--- config.mk ---
export PLATFORM = sky130hd
export DESIGN_NAME = sram_fifo_ctrl_flat
export DESIGN_NICKNAME = d
export VERILOG_FILES = /design/src/rtl/sram_fifo_ctrl_pkg.sv /design/src/rtl/sram_fifo_ctrl_if.sv /design/src/rtl/sram_fifo_ctrl_skid.sv /design/src/rtl/sram_fifo_ctrl.sv /design/src/flat_wrapper.sv
export SDC_FILE = /design/constraint.sdc
export NUM_CORES = 1
export LEC_CHECK = 0
export CORE_UTILIZATION = 35
export DETAILED_ROUTE_END_ITERATION = 10
export GPL_ROUTABILITY_DRIVEN = 1
export PLACE_DENSITY = 0.57
export SLEW_MARGIN = 20
export SYNTH_ARGS = -nofsm -noshare
export SYNTH_HDL_FRONTEND = slang
export SYNTH_SLANG_ARGS = --single-unit
--- constraint.sdc ---
create_clock -name clk -period 6.5 [get_ports clk]
set_input_delay 1.625 -clock clk [delete_from_list [all_inputs] [get_ports clk]]
set_output_delay 1.625 -clock clk [all_outputs]
set_load 0.01 [all_outputs]
--- src/rtl/sram_fifo_ctrl_pkg.sv ---
// sram_fifo_pkg: shared constants and helpers for the SRAM-backed stream FIFO.
//   SRAM_AW    : word-pointer width (512 words)
//   SRAM_DW    : data width
//   SRAM_BA_W  : bit-address width of the macro address ports
//   CONF_W32   : macro configuration code selecting 32-bit words
//   COUNT_W    : width of the occupancy counter
//   word_to_bitaddr() : word pointer -> macro bit address
package sram_fifo_pkg;
  localparam int SRAM_AW    = 9;
  localparam int SRAM_DW    = 32;
  localparam int SRAM_BA_W  = 14;
  localparam int SRAM_DEPTH = 1 << SRAM_AW;
  localparam int COUNT_W    = 10;
  localparam logic [2:0] CONF_W32 = 3'b101;

  // The macro is bit-addressed; a 32-bit word occupies 32 consecutive bits.
  function automatic logic [SRAM_BA_W-1:0] word_to_bitaddr(input logic [SRAM_AW-1:0] ptr);
    return {ptr, 5'b0};
  endfunction
endpackage

--- src/rtl/sram_fifo_ctrl_if.sv ---
// sram_fifo_ctrl_if: bundles the push stream, pop stream, occupancy and the
// fabric-side SRAM port signals of sram_fifo_ctrl.
//   slave  : view taken by the FIFO controller
//   master : view taken by the surrounding fabric / SRAM macro model
interface sram_fifo_ctrl_if;
  import sram_fifo_pkg::*;

  logic                 in_valid;
  logic                 in_ready;
  logic [SRAM_DW-1:0]   in_data;
  logic                 out_valid;
  logic                 out_ready;
  logic [SRAM_DW-1:0]   out_data;
  logic [COUNT_W-1:0]   count;
  logic [SRAM_DW-1:0]   sram_d_in;
  logic                 sram_csb;
  logic                 sram_web;
  logic                 sram_reb;
  logic [SRAM_BA_W-1:0] sram_addr_w;
  logic [SRAM_BA_W-1:0] sram_addr_r;
  logic [2:0]           sram_conf;
  logic                 sram_out_reg;
  logic [SRAM_DW-1:0]   sram_d_out;

  modport slave (
    input  in_valid, in_data, out_ready, sram_d_out,
    output in_ready, out_valid, out_data, count,
           sram_d_in, sram_csb, sram_web, sram_reb,
           sram_addr_w, sram_addr_r, sram_conf, sram_out_reg
  );

  modport master (
    output in_valid, in_data, out_ready, sram_d_out,
    input  in_ready, out_valid, out_data, count,
           sram_d_in, sram_csb, sram_web, sram_reb,
           sram_addr_w, sram_addr_r, sram_conf, sram_out_reg
  );
endinterface

--- src/rtl/sram_fifo_ctrl_skid.sv ---
// sram_fifo_skid: small register FIFO that catches SRAM read data.
//   clk, rst      : clock, synchronous active-high reset
//   push_i/_data_i: write one entry (ignored when full)
//   pop_i         : drop the head entry (ignored when empty)
//   pop_data_o    : head entry
//   occ_o         : number of entries held
//   full_o/empty_o: occupancy flags
module sram_fifo_skid #(
  parameter  int DEPTH = 3,
  parameter  int DW    = 32,
  localparam int OCC_W = $clog2(DEPTH + 1),
  localparam int PTR_W = (DEPTH > 1) ? $clog2(DEPTH) : 1
) (
  input  logic             clk,
  input  logic             rst,
  input  logic             push_i,
  input  logic [DW-1:0]    push_data_i,
  input  logic             pop_i,
  output logic [DW-1:0]    pop_data_o,
  output logic [OCC_W-1:0] occ_o,
  output logic             full_o,
  output logic             empty_o
);
  logic [DW-1:0]    mem_q [DEPTH];
  logic [PTR_W-1:0] wr_ptr_q, rd_ptr_q;
  logic [OCC_W-1:0] occ_q;
  logic             push_ok, pop_ok;
  logic [DEPTH-1:0] wr_en;

  // DEPTH need not be a power of two, so pointers wrap explicitly.
  function automatic logic [PTR_W-1:0] ptr_inc(input logic [PTR_W-1:0] p);
    return (p == PTR_W'(DEPTH - 1)) ? '0 : p + 1'b1;
  endfunction

  assign empty_o    = (occ_q == '0);
  assign full_o     = (occ_q == OCC_W'(DEPTH));
  assign push_ok    = push_i && !full_o;
  assign pop_ok     = pop_i && !empty_o;
  assign occ_o      = occ_q;
  assign pop_data_o = mem_q[rd_ptr_q];

  genvar gi;
  generate
    for (gi = 0; gi < DEPTH; gi++) begin : g_wr_en
      assign wr_en[gi] = push_ok && (wr_ptr_q == PTR_W'(gi));
    end
  endgenerate

  always_ff @(posedge clk) begin
    if (rst) begin
      wr_ptr_q <= '0;
      rd_ptr_q <= '0;
      occ_q    <= '0;
    end else begin
      if (push_ok) wr_ptr_q <= ptr_inc(wr_ptr_q);
      if (pop_ok)  rd_ptr_q <= ptr_inc(rd_ptr_q);
      occ_q <= occ_q + OCC_W'(push_ok) - OCC_W'(pop_ok);
    end
  end

  // Storage carries no reset; occupancy alone defines what is valid.
  always_ff @(posedge clk) begin
    for (int i = 0; i < DEPTH; i++) begin
      if (wr_en[i]) mem_q[i] <= push_data_i;
    end
  end
endmodule

--- src/rtl/sram_fifo_ctrl.sv ---
// sram_fifo_ctrl: turns a valid/ready push stream and pop stream into
// write/read transactions on a 32x512 dual-port SRAM used as FIFO storage.
// A skid FIFO of RD_LAT+1 entries hides the fixed SRAM read latency.
//   clk, rst : single clock, synchronous active-high reset
//   bus      : push stream (in_*), pop stream (out_*), count, SRAM ports
// Parameters: RD_LAT (read latency, cycles), OUT_REG (macro output register).
module sram_fifo_ctrl
  import sram_fifo_pkg::*;
#(
  parameter int RD_LAT  = 2,
  parameter bit OUT_REG = 1'b0
) (
  input logic            clk,
  input logic            rst,
  sram_fifo_ctrl_if.slave bus
);
  localparam int SKID_DEPTH = RD_LAT + 1;
  localparam int OCC_W      = $clog2(SKID_DEPTH + 1);

  logic [SRAM_AW-1:0]   wptr_q, wptr_d, rptr_q, rptr_d;
  logic [COUNT_W-1:0]   sram_words_q, sram_words_d, avail;
  logic                 pend_wr_q, pend_wr_d;
  logic [RD_LAT-1:0]    inflight_q, inflight_d;
  logic [SRAM_BA_W-1:0] addr_w_q, addr_w_d, addr_r_q, addr_r_d;
  logic [SRAM_DW-1:0]   d_in_q, d_in_d;
  logic [OCC_W-1:0]     infl_cnt, skid_occ;
  logic                 skid_full, skid_empty;
  logic                 push_fire, pop_fire, rd_issue;
  int                   credit_used;

  // Words that may be read this cycle: committed words plus last cycle's push,
  // which was written at the previous edge and is therefore safe to read now.
  assign avail     = sram_words_q + COUNT_W'(pend_wr_q);
  assign push_fire = bus.in_valid && bus.in_ready;
  assign pop_fire  = bus.out_valid && bus.out_ready;

  always_comb begin
    infl_cnt = '0;
    for (int i = 0; i < RD_LAT; i++) infl_cnt = infl_cnt + OCC_W'(inflight_q[i]);
  end

  // Skid credit: every issued read owns a skid slot until it is popped. The
  // head leaving this cycle returns its slot immediately, which is what lets
  // RD_LAT+1 slots sustain one read per cycle.
  always_comb begin
    credit_used = int'(skid_occ) + int'(infl_cnt) - int'(pop_fire);
  end

  // The skid_full term is redundant with the credit check and only guards
  // against a future change to the credit arithmetic.
  assign rd_issue = !rst && (avail != '0) && (credit_used < SKID_DEPTH) &&
                    !(skid_full && !pop_fire);

  always_comb begin
    wptr_d   = wptr_q;
    rptr_d   = rptr_q;
    addr_w_d = addr_w_q;
    addr_r_d = addr_r_q;
    d_in_d   = d_in_q;
    if (push_fire) begin
      wptr_d   = wptr_q + 1'b1;
      addr_w_d = word_to_bitaddr(wptr_q);
      d_in_d   = bus.in_data;
    end
    if (rd_issue) begin
      rptr_d   = rptr_q + 1'b1;
      addr_r_d = word_to_bitaddr(rptr_q);
    end
    sram_words_d = avail - COUNT_W'(rd_issue);
    pend_wr_d    = push_fire;
    inflight_d   = (inflight_q << 1) | RD_LAT'(rd_issue);
  end

  always_ff @(posedge clk) begin
    if (rst) begin
      wptr_q       <= '0;
      rptr_q       <= '0;
      sram_words_q <= '0;
      pend_wr_q    <= 1'b0;
      inflight_q   <= '0;
      addr_w_q     <= '0;
      addr_r_q     <= '0;
      d_in_q       <= '0;
    end else begin
      wptr_q       <= wptr_d;
      rptr_q       <= rptr_d;
      sram_words_q <= sram_words_d;
      pend_wr_q    <= pend_wr_d;
      inflight_q   <= inflight_d;
      addr_w_q     <= addr_w_d;
      addr_r_q     <= addr_r_d;
      d_in_q       <= d_in_d;
    end
  end

  // Reset clears inflight_q, so data returning for pre-reset reads is never
  // captured.
  sram_fifo_skid #(
    .DEPTH (SKID_DEPTH),
    .DW    (SRAM_DW)
  ) u_skid (
    .clk         (clk),
    .rst         (rst),
    .push_i      (inflight_q[RD_LAT-1]),
    .push_data_i (bus.sram_d_out),
    .pop_i       (pop_fire),
    .pop_data_o  (bus.out_data),
    .occ_o       (skid_occ),
    .full_o      (skid_full),
    .empty_o     (skid_empty)
  );

  // Address/data ports show the new value on an active cycle and hold the
  // previous one when idle.
  assign bus.in_ready     = !rst && (avail < COUNT_W'(SRAM_DEPTH));
  assign bus.out_valid    = !rst && !skid_empty;
  assign bus.count        = avail + COUNT_W'(infl_cnt) + COUNT_W'(skid_occ);
  assign bus.sram_web     = !push_fire;
  assign bus.sram_reb     = !rd_issue;
  assign bus.sram_csb     = bus.sram_web & bus.sram_reb;
  assign bus.sram_addr_w  = addr_w_d;
  assign bus.sram_addr_r  = addr_r_d;
  assign bus.sram_d_in    = d_in_d;
  assign bus.sram_conf    = CONF_W32;
  assign bus.sram_out_reg = OUT_REG;
endmodule

--- src/flat_wrapper.sv ---
// flat-port wrapper written by rule: the top's interface ports become plain ports
module sram_fifo_ctrl_flat import sram_fifo_pkg::*;
#(
  parameter int RD_LAT  = 2,
  parameter bit OUT_REG = 1'b0
)
  (clk, rst, bus_in_valid, bus_in_data, bus_out_ready, bus_sram_d_out, bus_in_ready, bus_out_valid, bus_out_data, bus_count, bus_sram_d_in, bus_sram_csb, bus_sram_web, bus_sram_reb, bus_sram_addr_w, bus_sram_addr_r, bus_sram_conf, bus_sram_out_reg);
  sram_fifo_ctrl_if bus_i ();
  input logic clk;
  input logic rst;
  input wire logic [$bits(bus_i.in_valid)-1:0] bus_in_valid;
  input wire logic [$bits(bus_i.in_data)-1:0] bus_in_data;
  input wire logic [$bits(bus_i.out_ready)-1:0] bus_out_ready;
  input wire logic [$bits(bus_i.sram_d_out)-1:0] bus_sram_d_out;
  output wire logic [$bits(bus_i.in_ready)-1:0] bus_in_ready;
  output wire logic [$bits(bus_i.out_valid)-1:0] bus_out_valid;
  output wire logic [$bits(bus_i.out_data)-1:0] bus_out_data;
  output wire logic [$bits(bus_i.count)-1:0] bus_count;
  output wire logic [$bits(bus_i.sram_d_in)-1:0] bus_sram_d_in;
  output wire logic [$bits(bus_i.sram_csb)-1:0] bus_sram_csb;
  output wire logic [$bits(bus_i.sram_web)-1:0] bus_sram_web;
  output wire logic [$bits(bus_i.sram_reb)-1:0] bus_sram_reb;
  output wire logic [$bits(bus_i.sram_addr_w)-1:0] bus_sram_addr_w;
  output wire logic [$bits(bus_i.sram_addr_r)-1:0] bus_sram_addr_r;
  output wire logic [$bits(bus_i.sram_conf)-1:0] bus_sram_conf;
  output wire logic [$bits(bus_i.sram_out_reg)-1:0] bus_sram_out_reg;
  assign bus_i.in_valid = bus_in_valid;
  assign bus_i.in_data = bus_in_data;
  assign bus_i.out_ready = bus_out_ready;
  assign bus_i.sram_d_out = bus_sram_d_out;
  assign bus_in_ready = bus_i.in_ready;
  assign bus_out_valid = bus_i.out_valid;
  assign bus_out_data = bus_i.out_data;
  assign bus_count = bus_i.count;
  assign bus_sram_d_in = bus_i.sram_d_in;
  assign bus_sram_csb = bus_i.sram_csb;
  assign bus_sram_web = bus_i.sram_web;
  assign bus_sram_reb = bus_i.sram_reb;
  assign bus_sram_addr_w = bus_i.sram_addr_w;
  assign bus_sram_addr_r = bus_i.sram_addr_r;
  assign bus_sram_conf = bus_i.sram_conf;
  assign bus_sram_out_reg = bus_i.sram_out_reg;
  sram_fifo_ctrl #(.RD_LAT(RD_LAT), .OUT_REG(OUT_REG)) u_core (.clk(clk), .rst(rst), .bus(bus_i));
endmodule
==> reports/results.txt <==
top-count cell post-synth - dfxtp_1
Cell Rows - 55
status - finished clean
DR vias/cell - 4.600
Routability Congestion - 0.8098
hold_buf cts - 0
Setup violations, final - 0
met3 wire length - 1.082 mm
fin util - 47.58%
CP Capture Type - output port
Max H-tree Level - 4
Clk pwr share - 27.8%
max-slew violation count - 0
Yosys reg bits - 195
Rel. slew slack - 34.34%
maxcap violations - 0
Yosys warning total - 0
sequential fraction of the synthesis area - 59.12%
dominant cell type by area after synthesis - edfxtp_1
Startpoint Class - primary input
clock skew - 13.88 ps
Area growth, synth to finish - 32.12%
TritonCTS clock tree - done
initial antenna violation count - 0
layout cells sized above 1 - 12.75%
Power, Total - 3.885 mW
Final Hold Viols - 0
CTS sink count - 195
IO Count - 179
global route total overflow - 0
Avg WL per Cell - 14.86 um
DR iter-0 viols - 300
Mapped Area - 0.008228 sq mm
Distinct cells, synth - 55
critical path type - in -> out
Synth Instances - 671
die area - 0.02413 sq mm
Hold Slack - 460.8 ps
P per Cell Area - 357.4 mW/mm^2
Total Nets Final - 922
total wire length - 17.23 mm
GR Util All Layers - 14.70%
power share of the combinational group - 32.8%
class of the worst hold path - reg -> reg
pin count of the biggest net entering global routing - 94
cts repair resizes - 0
number of port buffers - 174
DR vias - 5336
uppermost routed layer - met4
EDFF count, synth - 96
Worst Tran Pin Value - 984.9 ps
CTS max path bufs - 2
number of global-route vias before repair - 5464
synth top area cells - edfxtp_1, dfxtp_1, mux2_2, nor2b_1, mux2i_1
WL met2 - 8.057 mm
most frequent cells after synthesis - dfxtp_1, edfxtp_1, nor2b_1
total CTS buffers - 17
post-layout min period - 6200 ps
crit-path max FO - 23
clk_lat worst skew - 440 ps
HPWL Detailed - 11.38 mm
postcts setup bufs - 0
sw power - 1.241 mW
Pint - 2.644 mW
f_max - 0.1613 GHz
unrepaired setup endpoints after global routing - false
setup TNS - 0 ps
Metal-1 WL - 7.961 mm
fin crit share - 95.39%
Primary FF master, synth - dfxtp_1
Root Driver - clkbuf_16
switch share - 31.93%
Reg power frac - 39.5%
CP Data Required Time - 4880 ps
Starting Density - 36.01%
TritonRoute pass-1 iters - 5
Peak VDD IR - 0.2115 mV
leakage - 3.924 nW
Ant. Diodes - 0
DRT antenna net count - 0
core area - 0.02285 sq mm
async set or reset register ratio after synthesis - 0%
Crit path arrival time - 4580 ps
CTS clk-pin slew, worst paths - 70 ps
first-pass GRT wire length - 27.78 mm
Die Width - 155.3 um
Die H - 155.3 um
Mapped Avg Cell Area - 12.26 sq um
DRC violations left - 0
Yosys top cell area share - 35.04%
[layout make-up]
type,count,area (sq um)
Timing Repair Buffer,181,1809
Clock inverter,15,200.2
Sequential cell,195,4870
Fill cell,2065,11980
Tap cell,313,391.6
Multi-Input combinational cell,419,3099
Inverter,20,75.07
Clock buffer,17,425.4
[layer usage]
metal / vias up / track usage [%]
met5: - / 0
met1: 2551 / 18.40
met3: 8 / 4.763
met4: 0 / 3.548
met2: 140 / 24.49
li1: 2637 / -
[worst paths after layout]
path | end | slack, ps | startpoint | cells after the start
hold / removal | u_core.addr_r_q[2] | 460 | u_core.addr_r_q[2] | 1
hold reg to reg | u_core.addr_r_q[2] | 460 | u_core.addr_r_q[2] | 1
setup / recovery | bus_sram_addr_r[9] | 300 | bus_out_ready | 10
setup reg to reg | u_core.sram_words_q[9] | 2410 | u_core.inflight_q[1] | 17
[power groups by stage]
| stage | clock (mW) | combinational (mW) | sequential [mW] |
|---|---|---|---|
| floorplan | 0 | 0.833 | 1.49 |
| global placement | 0 | 1.24 | 1.57 |
| detailed placement | 0 | 1.27 | 1.58 |
| CTS | 1.11 | 1.27 | 1.55 |
| global route | 1.17 | 1.40 | 1.55 |
| finish | 1.08 | 1.27 | 1.53 |
[placed cells by master, fill, tap and decap left out, drive strengths merged, types with 14 or more instances in the layout]
cell / synthesis / final
edfxtp: 96 / 96
o21ai: 38 / 38
mux2: 53 / 53
ha: 17 / 17
and2: 14 / 14
xnor2: 21 / 21
nor2: 38 / 38
clkdlybuf4s50: 0 / 173
nor2b: 61 / 61
dfxtp: 99 / 99
nand2: 49 / 49
clkbuf: 20 / 17
xor2: 14 / 14
mux2i: 33 / 33
inv: 20 / 26
[stage by stage]
stage	cells	instance area [sq um]	worst slack, ps
finish	1160	10870	299.9
global route	1160	10870	176.1
detailed placement	1127	10210	277.0
CTS	1159	10840	269.6
floorplan	673	8235	1026
global placement	1127	10210	313.7
[state kept, by name, summed over array words and instances, names as in the netlist, 9 cells and up, named ones only]
signal               cells
u_core.d_in_q           32
u_core.rptr_q            9
u_core.sram_words_q     10
u_core.addr_r_q         14
u_core.u_skid.mem_q     96
u_core.addr_w_q         14
u_core.wptr_q            9
[worst max-delay path, cell delays in order]
cell	delay, ps
clkdlybuf4s50_1	440
and2_1	160
ha_1	210
ha_1	190
ha_1	270
o211ai_1	80
a211o_1	270
a41o_2	440
mux2_4	380
clkdlybuf4s50_1	520
[kinds of logic after synthesis]
kind of cell / share of synthesized area [%]
other: 0.09127
AND/OR/NAND/NOR: 14.48
XOR/XNOR: 3.726
adder cells (fa/ha/maj): 3.315
multiplexers: 11.54
buffers and inverters: 3.482
flip-flops: 59.12
AO/OA/AOI/OAI: 4.243
(Power assumes the default switching activity.)
